--- config.mk ---
export PLATFORM = sky130hd
export DESIGN_NAME = truth_table_sequencer_flat
export DESIGN_NICKNAME = d
export VERILOG_FILES = /design/src/rtl/truth_table_sequencer_pkg.sv /design/src/rtl/truth_table_sequencer_if.sv /design/src/rtl/truth_table_sequencer.sv /design/src/flat_wrapper.sv
export SDC_FILE = /design/constraint.sdc
export NUM_CORES = 1
export LEC_CHECK = 0
export CELL_PAD_IN_SITES_DETAIL_PLACEMENT = 1
export CELL_PAD_IN_SITES_GLOBAL_PLACEMENT = 2
export CORE_MARGIN = 1
export CORE_UTILIZATION = 32
export DETAILED_ROUTE_END_ITERATION = 10
export PLACE_DENSITY_LB_ADDON = 0.3
export SYNTH_ARGS = -nofsm -noshare
export SYNTH_HDL_FRONTEND = slang
export SYNTH_SLANG_ARGS = --single-unit
--- constraint.sdc ---
create_clock -name clk -period 4.4 [get_ports clk]
set_input_delay 0.44 -clock clk [delete_from_list [all_inputs] [get_ports clk]]
set_output_delay 0.44 -clock clk [all_outputs]
set_load 0.02 [all_outputs]
--- src/rtl/truth_table_sequencer_pkg.sv ---
// Shared types and constants for the truth-table sequencer and its benches.
// Holds the sweep state encoding, default parameter values and the expected
// truth table of the exp_4 expression (s = a & ~(b & c)).
package tt_seq_pkg;

  // Default number of driven inputs; vector code is {a,b,c} with a as MSB.
  localparam int unsigned DEF_N_IN   = 3;
  // Default number of cycles each vector is held before it is sampled.
  localparam int unsigned DEF_SETTLE = 1;
  // Expected output of exp_4 per code: codes 4, 5 and 6 give 1.
  localparam logic [7:0]  EXP4_TRUTH = 8'h70;

  // Sweep states.
  typedef enum logic [1:0] {
    ST_IDLE   = 2'd0,
    ST_SETTLE = 2'd1,
    ST_SAMPLE = 2'd2,
    ST_DONE   = 2'd3
  } tt_state_e;

endpackage

--- src/rtl/truth_table_sequencer_if.sv ---
// Start/status and stimulus/response bundle of the truth-table sequencer.
// The master side is the sequencer itself; the slave side is whatever issues
// start, reads the results and hosts the combinational block under test.
interface truth_table_sequencer_if
  import tt_seq_pkg::*;
#(
  parameter int unsigned N_IN = DEF_N_IN
);

  logic            start;       // request a sweep (honoured only in IDLE)
  logic [N_IN-1:0] vec;         // vector applied to the block under test
  logic            dut_s;       // response of the block under test
  logic            busy;        // sweep in progress
  logic            done;        // one-cycle completion pulse
  logic            pass;        // last completed sweep had no mismatch
  logic [N_IN:0]   err_count;   // mismatches in the last sweep
  logic            fail_valid;  // at least one mismatch recorded
  logic [N_IN-1:0] fail_code;   // code of the first mismatch

  modport master (
    input  start,
    input  dut_s,
    output vec,
    output busy,
    output done,
    output pass,
    output err_count,
    output fail_valid,
    output fail_code
  );

  modport slave (
    output start,
    output dut_s,
    input  vec,
    input  busy,
    input  done,
    input  pass,
    input  err_count,
    input  fail_valid,
    input  fail_code
  );

endinterface

--- src/rtl/truth_table_sequencer.sv ---
// Clocked, self-checking sweep of a small combinational block.
// Every input code 0..2^N_IN-1 is driven on vec, held SETTLE cycles plus one
// sample cycle, and the response is compared against EXPECT[code]. The
// mismatch count, first failing code and pass flag hold until the next start.
// Optional build macro: STOP_ON_FAIL_EN -- the first mismatch ends the sweep.
module truth_table_sequencer
  import tt_seq_pkg::*;
#(
  parameter int unsigned              N_IN   = DEF_N_IN,
  parameter int unsigned              SETTLE = DEF_SETTLE,  // legal 1..15
  parameter logic [(1<<N_IN)-1:0]     EXPECT = EXP4_TRUTH
) (
  input  logic                     clk,
  input  logic                     reset,
  truth_table_sequencer_if.master  bus
);

  localparam logic [3:0]      SETTLE_LAST = 4'(SETTLE - 1);
  localparam logic [N_IN-1:0] CODE_LAST   = {N_IN{1'b1}};

  tt_state_e       state_q;
  logic [N_IN-1:0] code_q;
  logic [3:0]      wait_q;
  logic [N_IN-1:0] vec_q;
  logic            busy_q;
  logic            done_q;
  logic            pass_q;
  logic [N_IN:0]   err_q;
  logic            fail_valid_q;
  logic [N_IN-1:0] fail_code_q;

  logic            mismatch;
  logic [N_IN:0]   err_d;
  logic            end_sweep;

  // Compare the sampled response and work out whether this sample ends the sweep.
  always_comb begin
    // NOTE: every always_comb output gets a default first so no path can leave
    // it unassigned, which would otherwise infer a latch.
    mismatch  = 1'b0;
    err_d     = err_q;
    end_sweep = 1'b0;
    mismatch  = (bus.dut_s != EXPECT[code_q]);
    err_d     = err_q + {{N_IN{1'b0}}, mismatch};
`ifdef STOP_ON_FAIL_EN
    end_sweep = (code_q == CODE_LAST) || mismatch;
`else
    end_sweep = (code_q == CODE_LAST);
`endif
  end

  // Sweep FSM with registered vector and result outputs.
  always_ff @(posedge clk) begin
    // NOTE: sequential state uses non-blocking assignments only, so every
    // register samples the values from before this edge regardless of order.
    if (reset) begin
      state_q      <= ST_IDLE;
      code_q       <= '0;
      wait_q       <= '0;
      vec_q        <= '0;
      busy_q       <= 1'b0;
      done_q       <= 1'b0;
      pass_q       <= 1'b0;
      err_q        <= '0;
      fail_valid_q <= 1'b0;
      fail_code_q  <= '0;
    end else begin
      done_q <= 1'b0;
      case (state_q)
        ST_IDLE: begin
          if (bus.start) begin
            code_q       <= '0;
            wait_q       <= '0;
            vec_q        <= '0;
            err_q        <= '0;
            fail_valid_q <= 1'b0;
            fail_code_q  <= '0;
            pass_q       <= 1'b0;
            busy_q       <= 1'b1;
            state_q      <= ST_SETTLE;
          end
        end
        ST_SETTLE: begin
          if (wait_q == SETTLE_LAST) begin
            state_q <= ST_SAMPLE;
          end else begin
            wait_q <= wait_q + 1'b1;
          end
        end
        ST_SAMPLE: begin
          err_q <= err_d;
          if (mismatch && !fail_valid_q) begin
            fail_code_q  <= code_q;
            fail_valid_q <= 1'b1;
          end
          if (end_sweep) begin
            // The final sample is already folded into err_d.
            pass_q  <= (err_d == '0);
            busy_q  <= 1'b0;
            done_q  <= 1'b1;
            state_q <= ST_DONE;
          end else begin
            code_q  <= code_q + 1'b1;
            vec_q   <= code_q + 1'b1;
            wait_q  <= '0;
            state_q <= ST_SETTLE;
          end
        end
        ST_DONE: begin
          // start is deliberately ignored here; results are already final.
          state_q <= ST_IDLE;
        end
        default: begin
          state_q <= ST_IDLE;
        end
      endcase
    end
  end

  assign bus.vec        = vec_q;
  assign bus.busy       = busy_q;
  assign bus.done       = done_q;
  assign bus.pass       = pass_q;
  assign bus.err_count  = err_q;
  assign bus.fail_valid = fail_valid_q;
  assign bus.fail_code  = fail_code_q;

endmodule

--- src/flat_wrapper.sv ---
// flat-port wrapper written by rule: the top's interface ports become plain ports
module truth_table_sequencer_flat import tt_seq_pkg::*;
#(
  parameter int unsigned              N_IN   = DEF_N_IN,
  parameter int unsigned              SETTLE = DEF_SETTLE,                
  parameter logic [(1<<N_IN)-1:0]     EXPECT = EXP4_TRUTH
)
  (clk, reset, bus_start, bus_dut_s, bus_vec, bus_busy, bus_done, bus_pass, bus_err_count, bus_fail_valid, bus_fail_code);
  truth_table_sequencer_if #(.N_IN(N_IN)) bus_i ();
  input  logic clk;
  input  logic reset;
  input wire logic [$bits(bus_i.start)-1:0] bus_start;
  input wire logic [$bits(bus_i.dut_s)-1:0] bus_dut_s;
  output wire logic [$bits(bus_i.vec)-1:0] bus_vec;
  output wire logic [$bits(bus_i.busy)-1:0] bus_busy;
  output wire logic [$bits(bus_i.done)-1:0] bus_done;
  output wire logic [$bits(bus_i.pass)-1:0] bus_pass;
  output wire logic [$bits(bus_i.err_count)-1:0] bus_err_count;
  output wire logic [$bits(bus_i.fail_valid)-1:0] bus_fail_valid;
  output wire logic [$bits(bus_i.fail_code)-1:0] bus_fail_code;
  assign bus_i.start = bus_start;
  assign bus_i.dut_s = bus_dut_s;
  assign bus_vec = bus_i.vec;
  assign bus_busy = bus_i.busy;
  assign bus_done = bus_i.done;
  assign bus_pass = bus_i.pass;
  assign bus_err_count = bus_i.err_count;
  assign bus_fail_valid = bus_i.fail_valid;
  assign bus_fail_code = bus_i.fail_code;
  truth_table_sequencer #(.N_IN(N_IN), .SETTLE(SETTLE), .EXPECT(EXPECT)) u_core (.clk(clk), .reset(reset), .bus(bus_i));
endmodule
==> results of run 1 <==
metal layers:
layer	GRT usage [%]	up-vias	part of all wire (%)
li1	-	454	-
met1	19.6	426	50
met2	26.1	15	46
met3	3.96	2	3.5
met4	4.42	0	0.51
met5	0	-	0
state kept, by name, summed over array words and instances (netlist names), named ones only:
signal	count
u_core.bus.err_count	4
u_core.wait_q	4
u_core.state_q	2
u_core.bus.fail_valid	1
u_core.bus.pass	1
u_core.bus.vec	3
u_core.bus.fail_code	3
u_core.bus.busy	1
u_core.bus.done	1
worst max-delay path by stage:
stage                            startpoint  slack, ns  depth (start not counted)                to
after detailed placement          bus_dut_s       2.20                          8   u_core.bus.pass
after global placement            bus_dut_s       2.25                          8   u_core.bus.pass
after CTS                 u_core.bus.vec[0]       2.50                          1        bus_vec[0]
final                             bus_dut_s       2.52                          8   u_core.bus.pass
after global routing              bus_dut_s       2.36                          8   u_core.bus.pass
after floorplan           u_core.bus.vec[0]       2.61                          6  u_core.wait_q[2]
metrics by stage:
step                util [%]  area (µm²)  setup slack [ns]  hold slack, ns
finish                  41.3        1260              2.52           0.494
global route            41.3        1260              2.36           0.504
CTS                     41.3        1260              2.50           0.495
detailed placement      40.4        1230              2.20           0.474
global placement        40.4        1230              2.25           0.464
floorplan                  -        1030              2.61           0.507
synth_stat cells:
| cell | instances |
|---|---|
| nand4b_1 | 1 |
| nor2b_1 | 3 |
| nand3b_1 | 1 |
| a21oi_1 | 16 |
| inv_1 | 7 |
| a21o_1 | 1 |
| ha_1 | 6 |
| a21oi_2 | 1 |
| nand3_1 | 4 |
| o21bai_1 | 3 |
| nor2_2 | 1 |
| mux2i_1 | 1 |
| a22oi_1 | 3 |
| nand2b_1 | 5 |
| clkbuf_1 | 2 |
| nor3_1 | 3 |
| buf_2 | 1 |
| a211oi_2 | 1 |
| nand2_1 | 8 |
| nor4bb_1 | 2 |
| o21ai_0 | 6 |
| o2111ai_1 | 1 |
| dfxtp_1 | 21 |
| xnor2_1 | 6 |
| clkbuf_2 | 1 |
| or3b_4 | 1 |
| a31oi_1 | 1 |
| nor2_1 | 15 |
cells by family (layout without fill, tap and decap cells):
kind of cell	count (synthesis)	count (layout)	share of synthesized area (%)
AOI/OAI and AO/OA	33	33	19.4
buffers and inverters	11	28	4.27
muxes	1	1	0.976
adders and majority gates	6	6	7.32
xor gates and xnor gates	6	6	5.12
DFF	21	21	41.0
and+or+nand+nor	44	44	22.0
worst max-delay path: cells and delay by family:
family                   cells  cell delay, ns
AO/OA/AOI/OAI                1            0.13
XOR/XNOR                     1            0.21
adder cells (fa/ha/maj)      2            0.50
buffers and inverters        2            0.52
AND/OR/NAND/NOR              2            0.31
cell type report:
type                            count  area share [%]
Clock buffer                        4            2.09
Inverter                            7            2.09
Multi-Input combinational cell     90            44.6
Sequential cell                    21            33.4
Tap cell                           44            4.37
Timing Repair Buffer               17            13.5
report_power, final:
| part | total [µW] | leakage, µW | internal, µW | switching, µW |
|---|---|---|---|---|
| registers | 206 | 0.000170 | 196 | 9.55 |
| clock network | 92.7 | 0.0000150 | 35.3 | 57.4 |
| logic | 57.4 | 0.000262 | 24.8 | 32.6 |
==> metrics.cfg, run 1 <==
[worst_hold_path]
hold_end = u_core.bus.fail_code[1]
hold_path_class = reg -> reg
hold_depth = 2
hold_start = u_core.bus.fail_code[1]

[sta]
relSlewSlack_pct = 54.3
slew_violations = 0
skew_ns = 0.00336
hold_viol_final = 0
fin_crit_ns = 1.88
worstMarginPinSlew_ns = 0.684
finalSetupTns_ns = 0
finalCritPeriodShare_pct = 42.8
setup_viol = 0
grt_setup_unrepaired = no
max_freq_mhz = 531

[clock_tree]
root_buffer = clkbuf_4
htree_levels = 1
cts.clk_slew.worst_paths_ns = 0.11
cts_made_buffers = 3
insertion_delay_ns = 0.30
cts_num_sinks = 21
postCtsHoldBufs = 0
postCtsSetupRepairBufs = 0
clockBufferDepth = 2
ctsResizeCount = 0
cts_tree = done

[critical_path]
arrival_ns = 2.11
worst_ep_required_time_ns = 4.63
critPathSlowestCell = clkdlybuf4s50_1
endpoint_kind = flip-flop
r2r-start = u_core.bus.vec[0]
start_kind = primary input
crit_chain = clkdlybuf4s50_1 -> xnor2_1 -> inv_1 -> ha_1 -> ha_1 -> nor3_1 -> nand4b_1 -> a21oi_1
slowest_delay_ns = 0.42
reg2reg_setup_slack_ns = 2.56
cp_max_fo = 3
r2r_cells = 6
cp_common_cell = ha_1
r2r-end = u_core.wait_q[2]
path_class = in -> reg

[floorplan]
rows = 20
die_y_um = 58.6
die-area_mm2 = 0.00344
initial_utilization_pct = 33.6
coreArea_mm2 = 0.00305
io_pins = 18
die_w_um = 58.6

[place]
io_buffers = 17
dp_hpwl_mm = 1.77
dpl.cell_count = 179
globalplace.congestion = 0.700

[final_layout]
layout_commonest_cell = dfxtp_1
syn2layout_area_growth_pct = 22.8
drive_gt1_share_pct = 5.04
nets = 150
fin_cells = 183
final_cell_mix = dfxtp_1 (21), clkdlybuf4s50_1 (17), a21oi_1 (16)
fillers = 391
multi_input_area_um2 = 562
register_area_um2 = 420
diodes = 0

[global_route]
first_global_vias = 913
grt_usage_pct = 15.5
grt_max_degree = 19
grt.overflow.total = 0
grt_pass1_wl_mm = 4.02
antenna_found_initial = 0

[route]
drt_iter0_drc = 23
drt_drc_violations_left = 0
first_pass_iters = 4
wl_per_cell_um = 12.9
dr_total_vias = 897
antenna_left = 0
totalWireLength_mm = 2.37
vias_per_cell = 4.90

[logic_synthesis]
yosys.area.top_type = dfxtp_1
netlist_instances = 122
synth_cell_types = 28
yosysTopAreaCellShare_pct = 41.0
synth_area_leaders = dfxtp_1 (41%), a21oi_1 (7.8%), ha_1 (7.3%), nor2_1 (5.5%), xnor2_1 (5.1%)
synth-seq-cells = 21
syn_area_mm2 = 0.00103
yosysWarnings = 0
syn_avg_cell_area_um2 = 8.41
syn_nets = 132
ys_seq_area_share_pct = 41.0

[power_and_ir_drop]
report.power.total_uw = 356
p_leak_uw = 0.000447
powerDensity_mw_per_mm2 = 282
vdd_ir_drop_max_mv = 0.129

[outcome]
outcome = finished, final reports clean

[flow_run]
maxCapViolCount = 0

Note: power is estimated with default switching activity, not from simulation.
==> inputs of run 2 (changes only) <==
--- a/config.mk
+++ b/config.mk
@@ -8,7 +8,7 @@
 export CELL_PAD_IN_SITES_DETAIL_PLACEMENT = 1
 export CELL_PAD_IN_SITES_GLOBAL_PLACEMENT = 2
 export CORE_MARGIN = 1
-export CORE_UTILIZATION = 32
+export CORE_UTILIZATION = 30
 export DETAILED_ROUTE_END_ITERATION = 10
 export PLACE_DENSITY_LB_ADDON = 0.3
 export SYNTH_ARGS = -nofsm -noshare
==> constraint.sdc (replaced) <==
create_clock -name clk -period 1.85 [get_ports clk]
set_input_delay 0.185 -clock clk [delete_from_list [all_inputs] [get_ports clk]]
set_output_delay 0.185 -clock clk [all_outputs]
set_load 0.02 [all_outputs]
==> metrics.cfg, run 2 (synthesis results as in run 1) <==
[critical_path]
slowest_delay_ns = 0.41
r2r_cells = 6
endpoint_kind = flip-flop
r2r-start = u_core.bus.vec[0]
crit_family = simple AND/OR/NAND/NOR gates
start_kind = flip-flop
worst_ep_required_time_ns = 2.06
cp.depth = 6
cp_common_cell = ha_1
arrival_ns = 1.92
cp_max_fo = 4
path_class = reg -> reg
reg2reg_setup_slack_ns = 0.14
critPathSlowestCell = or3b_4
crit_chain = ha_1 -> ha_1 -> or3b_4 -> a21oi_2 -> mux2i_1 -> nor2_1
r2r-end = u_core.wait_q[1]
cp_num_buf_inv = 0

[floorplan]
initial_utilization_pct = 32.5
die_w_um = 60.5
rows = 20
io_pins = 18
die_y_um = 60.5
coreArea_mm2 = 0.00315
die-area_mm2 = 0.00366

[clock_tree]
postCtsSetupRepairBufs = 0
cts_tree = done
cts.clk_slew.worst_paths_ns = 0.12
cts_num_sinks = 21
root_buffer = clkbuf_4
insertion_delay_ns = 0.31
htree_levels = 1
postCtsHoldBufs = 0
cts_made_buffers = 3
ctsResizeCount = 0
clockBufferDepth = 2

[worst_hold_path]
hold_end = u_core.bus.pass
hold_start = u_core.bus.pass
hold_path_class = reg -> reg
hold_depth = 2

[route]
totalWireLength_mm = 2.49
wl_per_cell_um = 13.1
antenna_left = 0
first_pass_iters = 4
dr_total_vias = 929
drt_drc_violations_left = 0
vias_per_cell = 4.89
drt_iter0_drc = 34

[final_layout]
layout_commonest_cell = dfxtp_1
diodes = 0
nets = 157
drive_gt1_share_pct = 9.59
final_cell_mix = dfxtp_1 (21), clkdlybuf4s50_1 (17), a21oi_1 (16)
syn2layout_area_growth_pct = 27.9

[sta]
finalCritPeriodShare_pct = 92.3
worstMarginPinSlew_ns = 0.500
setup_viol = 0
slew_violations = 0
hold_viol_final = 0
relSlewSlack_pct = 66.2
finalSetupTns_ns = 0
fin_crit_ns = 1.71
skew_ns = 0.00485
max_freq_mhz = 586
setup_ws_ns = 0.143
grt_setup_unrepaired = no

[global_route]
grt_max_degree = 16
grt.overflow.total = 0
antenna_found_initial = 0
grt_pass1_wl_mm = 4.11
first_global_vias = 899
grt_usage_pct = 15.2

[power_and_ir_drop]
powerDensity_mw_per_mm2 = 660
vdd_ir_drop_max_mv = 0.348
report.power.total_uw = 866
p_leak_uw = 0.000482

[flow_run]
maxCapViolCount = 0

[place]
pre_cts_slack_ns = -0.0654
globalplace.congestion = 0.763
dp_hpwl_mm = 1.92
io_buffers = 17

[outcome]
outcome = finished, final reports clean

[run 2: changes by cell type in the layout (fill, tap and decap cells not counted)]
cell	before	now
buf_4	0	7
[run 2: layout make-up]
cell class                 instances  area (µm²)
inverter                           7        26.3
fill                             399        1840
clock buffer                       4        26.3
timing repair buffer              24         223
multi-input combinational         90         562
tap                               44        55.1
sequential                        21         420
[run 2: report_power, final]
| group | internal, µW | switching [µW] |
|---|---|---|
| Clock | 84.3 | 143 |
| Sequential | 466 | 21.8 |
| Combinational | 67.5 | 83.2 |
[run 2: how the worst max path moves through the flow]
stage | from | endpoint | slack, ns
detailed placement | bus_dut_s | u_core.bus.pass | -0.07
CTS | u_core.bus.vec[0] | u_core.wait_q[1] | 0.13
global placement | bus_dut_s | u_core.bus.pass | -0.006
finish | u_core.bus.vec[0] | u_core.wait_q[1] | 0.14
floorplan | u_core.bus.vec[0] | u_core.wait_q[2] | 0.06
global route | u_core.bus.vec[0] | u_core.wait_q[1] | 0.02
[run 2: per-layer routing]
layer | share of wire (%) | wire, µm | up-vias | track usage, %
met3 | 3.4 | 86 | 0 | 4.69
met5 | 0 | 0 | - | 0
met4 | 0 | 0 | 0 | 1.95
met2 | 45 | 1130 | 15 | 25.0
met1 | 51 | 1280 | 447 | 20.3
li1 | - | - | 467 | -
[run 2: worst reg2reg max path: cells and delay by family, from the launching register on]
kind | cells | cell delay [ns]
simple gates | 2 | 0.46
fa+ha+maj | 2 | 0.39
flops | 1 | 0.34
compound gates | 1 | 0.22
mux | 1 | 0.20
[run 2: through the flow]
step / cell area [µm²] / hold slack [ns] / std cells / util (%)
6_report: 1310 / 0.479 / 190 / 41.6
5_1_grt: 1310 / 0.506 / 190 / 41.6
4_1_cts: 1310 / 0.482 / 190 / 41.6
3_5_place_dp: 1290 / 0.464 / 186 / 40.8
3_3_place_gp: 1290 / 0.465 / 186 / 40.8
2_1_floorplan: 1030 / 0.468 / 122 / -
==> RTL change, RTL diff (settings of run 2) <==
The option `STOP_ON_FAIL_EN` is turned on by a define.
--- a/src/rtl/truth_table_sequencer.sv
+++ b/src/rtl/truth_table_sequencer.sv
@@ -3,6 +3,8 @@
 // sample cycle, and the response is compared against EXPECT[code]. The
 // mismatch count, first failing code and pass flag hold until the next start.
 // Optional build macro: STOP_ON_FAIL_EN -- the first mismatch ends the sweep.
+`define STOP_ON_FAIL_EN
+
 module truth_table_sequencer
   import tt_seq_pkg::*;
 #(
Formal check against the unedited RTL: not equivalent (Yosys sat finds a counterexample within 4 cycles, from zero or initial values and one cycle with reset high).
==> RTL change against run 2 <==
Non-clock buffer count is 3 higher. Cell area rose by 3.5%. Wire length increased by 1.0%. Power down 3.3%. Worst hold slack worse by 0.0028 ns. Synthesized cell count is 6.6% lower. First-iteration DRC count shrank 56%. Setup slack worse by 0.025 ns. Sequential power is 2% lower. Cell count down 2.1%. Area after synthesis is 2.9% higher. Sequential cell count did not move.
==> RTL change: results (changes against run 2) <==
| Metric | Value |
|---|---|
| Worst Hold Path EP | u_core.bus.fail_code[2] |
| Core Util, Final | 40.4% (-1.2 points) |
| Placement Cell Area | 1330 sq um (+3.2%) |
| Gate Count Post-Synth | 114 (-6.6%) |
| Post-synthesis sequential area ratio | 39.8% (-1.2 points) |
| Clk root buf | clkbuf_4 |
| Combinational cell power | 0.130 mW (-14%) |
| WHS | 0.476 ns (-0.00281 ns) |
| Ant. Diodes | 0 (unchanged) |
| Commonest cells in the netlist | 21 x dfxtp_1, 12 x a21oi_1, 9 x nand3_1 |
| Max IR drop VDD | 321 uV (-7.6%) |
| Hold_sp | u_core.bus.fail_code[2] |
| First-pass GRT wire length | 4140 um (+0.68%) |
| DR vias | 913 (-1.7%) |
| Routed wire per std cell | 13.5 um (+3.2%) |
| Ys Warns | 0 (unchanged) |
| Seq pwr share | 57.0% (+0.7 points) |
| Largest net degree at the start of global routing | 12 (-4) |
| Internal | 0.609 mW (-1.5%) |
| Total GRT Usage | 15.4% (+0.12 points) |
| Slew @ Worst Pin | 0.409 ns (-0.0910 ns) |
| Final HPWL DP | 1980 um (+2.7%) |
| Postcts setup bufs | 0 (unchanged) |
| Fraction of layout cells with a size suffix above 1 | 15.7% (+6.1 points) |
| Dominant cells by area after synthesis | dfxtp_1 40%, ha_1 7.1%, a21oi_1 5.7% |
| Setup WS pre-CTS | -0.180 ns (-0.114 ns) |
| Clk_skew | 0.00168 ns (-0.00317 ns) |
| Cts bufs inserted | 3 (unchanged) |
| Hold/Removal Path Class | register to register |
| Clk slew on worst S/H paths | 0.12 ns (about the same) |
| Synth async-reset ratio | 0% (unchanged) |
| Setup crit start | u_core.wait_q[0] |
| H-tree depth | 1 (unchanged) |
| Post-synth EDFFs | 0 (unchanged) |
| Outcome | completed |
| Placed insts | 182 (-2.2%) |
| Clk_lat worst skew | 0.31 ns (about the same) |
| Syn Nets | 124 (-6.1%) |
| Initial antenna violation count | 0 (unchanged) |
| Vias in the first global route | 883 (-1.8%) |
| Worst Path Arrival | 1.98 ns (+0.06 ns) |
| Worst-path maximum fanout | 6 (+2) |
| DRT iter0 DRCs | 15 (-56%) |
| Leakage power total | 0.493 nW (+2.3%) |
| Layout Nets | 151 (-3.8%) |
| Fin cells | 186 (-2.1%) |
| Placer congestion estimate | 0.724 (-5.0%) |
| PD cells | 617 nW/um^2 (-6.6%) |
| R2R Path Start | u_core.wait_q[0] |
| 1st-pass router iterations | 2 (-2) |
| Yosys cell types | 41 (+46%) |
| Main synth FF type | dfxtp_1 |
| Reg2reg end | u_core.wait_q[3] |
| R2R depth | 6 (unchanged) |
| Max-cap violations | 0 (unchanged) |
| R2r setup slk | 0.12 ns (-0.02 ns) |
## RTL change: cell types whose count changed in the layout (fill, tap and decap cells not counted), sizes merged, moves of 3 or more
cell | before | now
nand2 | 8 | 5
nand3 | 4 | 9
buf | 7 | 10
xnor2 | 6 | 2
nor2 | 16 | 8
nor3b | 0 | 3
a21oi | 17 | 13
nand2b | 5 | 2
## RTL change: logic make-up (layout without fill, tap and decap cells)
group,after synthesis,count (layout),share of synthesized area (%)
fa+ha+maj,6,6,7.11
flops,21,21,39.8
mux,1,1,1.07
simple gates,42,42,23.2
buf+inv,10,36,4.74
compound gates,31,31,19.8
xor+xnor,3,3,4.27
## RTL change: metal layers
metal  global-route usage, %  vias up  wire length [um]
li1                        -      466                 -
met3                    3.36        4                75
met4                    8.57        0                48
met5                       0        -                 0
met1                    19.9      430              1230
met2                    23.8       13              1160
## RTL change: worst max path at each step
stage	endpoint	slack [ns]
global route	u_core.wait_q[3]	0.004
floorplan	u_core.wait_q[3]	0.16
detailed placement	u_core.bus.pass	-0.18
CTS	u_core.wait_q[3]	0.1
finish	u_core.wait_q[3]	0.12
global placement	u_core.bus.pass	-0.11
## RTL change: cell type report
type                       count  area, sq um
sequential                    21          420
multi-input combinational     83          591
clock buffer                   4         26.3
timing repair buffer          27          245
inverter                       5         18.8
tap                           46         57.6
fill                         431         2000
## RTL change: timing repair
item,4_1_cts,5_1_grt
hold buffers,0,0
gates resized for setup,0,1
endpoints found under the setup margin,0,2
## RTL change: critical path, cell delays in order (launching register included)
cell      delay (ns)
dfxtp_1         0.41
inv_1           0.06
ha_1            0.19
nor3b_1         0.17
o21a_4          0.24
or4_1           0.46
a21boi_1        0.15
